==> src/rtl/mac_pkg.sv <==
// Shared definitions for the MAC generator/verifier pair: default widths and
// the verifier state encoding.
package mac_pkg;

  localparam int MAC_N          = 256;
  localparam int MAC_MAX_CHUNKS = 16;

  typedef enum logic [1:0] {
    COLLECT,
    WAIT_TAG,
    RESULT
  } mac_vstate_t;

endpackage

==> src/rtl/mac_accum.sv <==
// MAC fold register: acc = XOR over chunks of (key ^ chunk), with the key
// captured on the first chunk so later key changes cannot disturb a message.
module mac_accum
  import mac_pkg::*;
#(
  parameter int N = MAC_N
) (
  input  logic         clk,
  input  logic         reset,
  input  logic         en,
  input  logic         first,
  input  logic         clear,
  input  logic [N-1:0] key,
  input  logic [N-1:0] data,
  output logic [N-1:0] acc
);

  logic [N-1:0] key_q;

  // first chunk restarts the fold with the live key; later chunks use key_q
  always_ff @(posedge clk or posedge reset) begin
    if (reset) begin
      acc   <= '0;
      key_q <= '0;
    end else if (clear) begin
      acc <= '0;
    end else if (en) begin
      if (first) begin
        key_q <= key;
        acc   <= key ^ data;
      end else begin
        acc <= acc ^ key_q ^ data;
      end
    end
  end

endmodule

==> src/rtl/mac_verifier.sv <==
// Receive-side MAC check: folds incoming chunks, compares against the received
// tag and holds the verdict until the consumer takes it.
module mac_verifier
  import mac_pkg::*;
#(
  parameter int N          = MAC_N,
  parameter int MAX_CHUNKS = MAC_MAX_CHUNKS,
  localparam int CW        = $clog2(MAX_CHUNKS + 1)
) (
  input  logic          clk,
  input  logic          reset,
  input  logic [N-1:0]  key,
  input  logic          in_valid,
  output logic          in_ready,
  input  logic [N-1:0]  in_data,
  input  logic          in_last,
  input  logic          tag_valid,
  output logic          tag_ready,
  input  logic [N-1:0]  tag,
  output logic          res_valid,
  input  logic          res_ready,
  output logic          res_match,
  output logic          res_len_err,
  output logic [CW-1:0] chunk_cnt
);

  mac_vstate_t state, next_state;

  logic [N-1:0] acc;
  logic         in_fire;
  logic         tag_fire;
  logic         res_fire;
  logic         last_slot;
  logic         overflow;

  assign in_fire   = in_valid && in_ready;
  assign tag_fire  = tag_valid && tag_ready;
  assign res_fire  = res_valid && res_ready;
  assign last_slot = (chunk_cnt == CW'(MAX_CHUNKS - 1));
  assign overflow  = in_fire && !in_last && last_slot;

  mac_accum #(.N(N)) u_accum (
    .clk   (clk),
    .reset (reset),
    .en    (in_fire),
    .first (chunk_cnt == '0),
    .clear (res_fire),
    .key   (key),
    .data  (in_data),
    .acc   (acc)
  );

  always_ff @(posedge clk or posedge reset) begin
    if (reset) state <= COLLECT;
    else       state <= next_state;
  end

  // handshake readiness is a pure function of state
  always_comb begin
    next_state = state;
    in_ready   = 1'b0;
    tag_ready  = 1'b0;
    res_valid  = 1'b0;
    unique case (state)
      COLLECT: begin
        in_ready = 1'b1;
        if (in_valid) begin
          if (in_last)        next_state = WAIT_TAG;
          else if (last_slot) next_state = RESULT;
        end
      end
      WAIT_TAG: begin
        tag_ready = 1'b1;
        if (tag_valid) next_state = RESULT;
      end
      RESULT: begin
        res_valid = 1'b1;
        if (res_ready) next_state = COLLECT;
      end
      default: next_state = COLLECT;
    endcase
  end

  always_ff @(posedge clk or posedge reset) begin
    if (reset) begin
      chunk_cnt   <= '0;
      res_match   <= 1'b0;
      res_len_err <= 1'b0;
    end else begin
      if (in_fire) chunk_cnt <= chunk_cnt + CW'(1);
      if (overflow) begin
        res_len_err <= 1'b1;
        res_match   <= 1'b0;
      end
      if (tag_fire) res_match <= (acc == tag);
      if (res_fire) begin
        chunk_cnt   <= '0;
        res_match   <= 1'b0;
        res_len_err <= 1'b0;
      end
    end
  end

endmodule

==> config.mk <==
export PLATFORM = sky130hd
export DESIGN_NAME = mac_verifier
export DESIGN_NICKNAME = d
export VERILOG_FILES = /design/src/rtl/mac_pkg.sv /design/src/rtl/mac_accum.sv /design/src/rtl/mac_verifier.sv
export SDC_FILE = /design/constraint.sdc
export NUM_CORES = 2
export LEC_CHECK = 0
export ABC_AREA = 1
export BUFFER_PORTS_ARGS = -buffer_cell sky130_fd_sc_hd__buf_2
export CORE_AREA = 2 2 303 305
export DETAILED_ROUTE_END_ITERATION = 8
export DIE_AREA = 0 0 305 307
export PLACE_DENSITY = 0.73
export SLEW_MARGIN = 30
export SYNTH_ARGS = -nofsm -noshare
export SYNTH_HDL_FRONTEND = slang
export SYNTH_HIERARCHICAL = 1
export SYNTH_SLANG_ARGS = --single-unit
export TNS_END_PERCENT = 20
==> constraint.sdc <==
create_clock -name clk -period 47.3 [get_ports clk]
set_input_delay 9.46 -clock clk [delete_from_list [all_inputs] [get_ports clk]]
set_output_delay 9.46 -clock clk [all_outputs]
set_load 0.01 [all_outputs]
==> results.tsv <==
metric	value	unit
status	complete, no violations	
DRT antenna net count	0	
dominant cell type by area after synthesis	dfrtp_1	
fmax	0.0806	GHz
final period utilization	26.2	%
Post-synth EDFFs	0	
register area share after synthesis	34.1	%
core outline area	90700	µm²
fill count	8999	
Post-synth top cells	nand2_1, nand3_1, inv_1	
CP Launch Type	input port	
drt pass-1 iters	6	
Cell Count, Final, Fillers Out	8213	
initial antenna violation count	112	
Tmin final	12.41	ns
die area	93600	µm²
TritonCTS buffer count	61	
final worst slack	34.89	ns
drt wl/cell	15.5	µm
Root Buffer	clkbuf_16	
Synth Net Count	7021	
vias in the first global route	38500	
total number of yosys warnings	6	
CTS tree	built	
worst hold path type	register to register	
largest net degree at the start of global routing	258	
CP required	47.86	ns
syn_area_per_cell	6.13	µm²
Setup Fix Bufs, Post-CTS	0	
max_slew headroom	33.9	%
vias	41900	
# IOs	784	
Core Rows	111	
DP Cell Count	8012	
Area contributors post-synth	dfrtp_1, nand2_1, nand3_1, inv_1, or2_2	
Final Hold Fails	0	
Crit path arrival time	12.97	ns
pre-CTS setup slack	34.33	ns
Critical Path Sink Type	register	
CTS resizes	0	
Syn-to-layout area delta	18.4	%
post-DR vias/cell	5.11	
CP max stage cell	buf_4	
layout cell share with drive strength beyond 1	17.0	%
number of synthesized register bits	521	
top cell type's share of synthesized area	34.1	%
most frequent cell after synthesis	nand2_1	
WS Path Type	input port to register	
RSZ-0062 raised after global routing	false	
clk_skew	0.0147	ns
CP Max Fanout	120	
PortBufs	783	
violation count after the first detailed-route iteration	3907	
Slew Viols, Final	0	
Worst R2R Path Depth	9	
Max Cap Viol	0	
Power Density	67.1	nW/µm²
Initial Utilization	42.2	%
Layout Nets	7669	
Lkg Pwr	24.7	nW
clk sinks	521	
hold path cells	2	
DRC	0	
die height	307	µm
Netlist Area Pre-Place	38300	µm²
worst-skew pair later-pin latency	0.63	ns
crit path cell chain	buf_2 > nand2_2 > inv_1 > inv_1 > nor2_4 > buf_12 > buf_4 > buf_4 > nand3_1 > nand2_1	
Die W	305	µm
first-pass GRT wire length	199000	µm
count of cell types in the netlist	29	
hold_buf cts	0	
ys async rst share	100	%
Synth Instances	6244	
worst vdd ir	0.0000479	V
RePlAce Congestion	0.909	
setup_tns	0	ns
Post-Route WL	128000	µm
final setup fails	0	
Clock Tree Buf Depth	3	
H-tree levels	2	
gr usage total	26.1	%
Slew @ Worst Pin	0.991	ns
slowest stage delay, CP	0.88	ns
HPWL after detailed placement	90400	µm
gr ovfl total	0	
Synth Flop Type	dfrtp_1	
clk slew on worst S/H paths	0.06	ns
critical path, delay by kind of cell:
kind	cells	cell delay, ns
buffers and inverters	6	2.63
AND/OR/NAND/NOR	4	0.77
through the flow:
| stage | hold slack (ns) | cell area [µm²] | power (mW) | util, % |
|---|---|---|---|---|
| CTS | 0.528 | 45100 | 3.03 | 49.7 |
| detailed placement | 0.519 | 42800 | 2.49 | 47.2 |
| global placement | 0.515 | 42800 | 2.42 | 47.2 |
| global route | 0.550 | 45300 | 3.34 | 49.9 |
| floorplan | 0.487 | 38300 | 2.14 | - |
| finish | 0.532 | 45300 | 3.04 | 50.0 |
flip-flops by register name, summed over array words and instances, names as in the netlist:
| signal | flops |
|---|---|
| state | 2 |
| res_match | 1 |
| u_accum/key_q | 256 |
| chunk_cnt | 5 |
| u_accum/acc | 256 |
| res_len_err | 1 |
cell type report:
class	count	area (µm²)	share of cell area (%)
Timing Repair Buffer	811	4260	9.38
Antenna cell	83	208	0.458
Clock buffer	89	1860	4.11
Inverter	932	3510	7.75
Clock inverter	26	344	0.759
Multi-Input combinational cell	4565	20600	45.5
Sequential cell	521	13000	28.8
Tap cell	1186	1480	3.27
worst paths after layout:
kind                                             endpoint  slack [ns]                startpoint
max                          u_accum/acc[134]$_DFFE_PP0P_       34.89                  in_valid
min in group asynchronous        chunk_cnt[2]$_DFFE_PP0P_        8.84                     reset
max reg2reg                u_accum/key_q[209]$_DFFE_PP0P_       42.65  chunk_cnt[0]$_DFFE_PP0P_
max in group asynchronous  u_accum/key_q[211]$_DFFE_PP0P_       35.74                     reset
min                               res_len_err$_DFFE_PP0P_        0.53   res_len_err$_DFFE_PP0P_
min reg2reg                       res_len_err$_DFFE_PP0P_        0.53   res_len_err$_DFFE_PP0P_
per-layer routing:
layer,part of all wire [%],GRT usage [%],wire length (µm)
met1,40,31.0,50500
met4,3.9,11.9,5040
met2,48,44.3,61300
met3,8.0,6.64,10200
met5,0.41,0,524
cells in the final DEF, fill, tap and decap left out, types with 2 or more instances in the layout:
master	Yosys	final
o21ai_0	265	265
buf_6	2	3
diode_2	0	83
nand4_1	5	5
nand2_2	2	2
buf_12	0	6
clkinvlp_4	0	2
or2_2	253	253
nand2_1	2366	2366
clkbuf_1	83	6
nand3_1	1290	1290
or2_1	9	9
clkinv_2	0	13
xor2_1	30	30
a21oi_1	2	2
inv_1	930	929
ha_1	3	3
bufinv_16	0	7
dfrtp_1	521	521
buf_4	40	17
xnor2_1	130	130
buf_16	0	2
clkbuf_8	0	21
inv_8	0	2
nor2_1	200	197
nor3_1	3	3
buf_2	96	783
nor2_4	0	3
clkbuf_16	0	62
report_power, final:
part	switching [mW]	internal, mW	leakage (nW)
Sequential	0.239	0.663	6.47
Clock	0.209	0.311	1.10
Combinational	1.01	0.613	17.1
Total	1.46	1.59	24.7
cells by family after synthesis:
kind of cell | Yosys count | synth area share, %
AOI/OAI and AO/OA | 271 | 3.57
xor gates and xnor gates | 160 | 3.66
adders and majority gates | 3 | 0.0980
buffers and inverters | 1158 | 12.1
DFF | 521 | 34.1
and+or+nand+nor | 4131 | 46.5
Note: power is estimated with default switching activity, not from simulation.
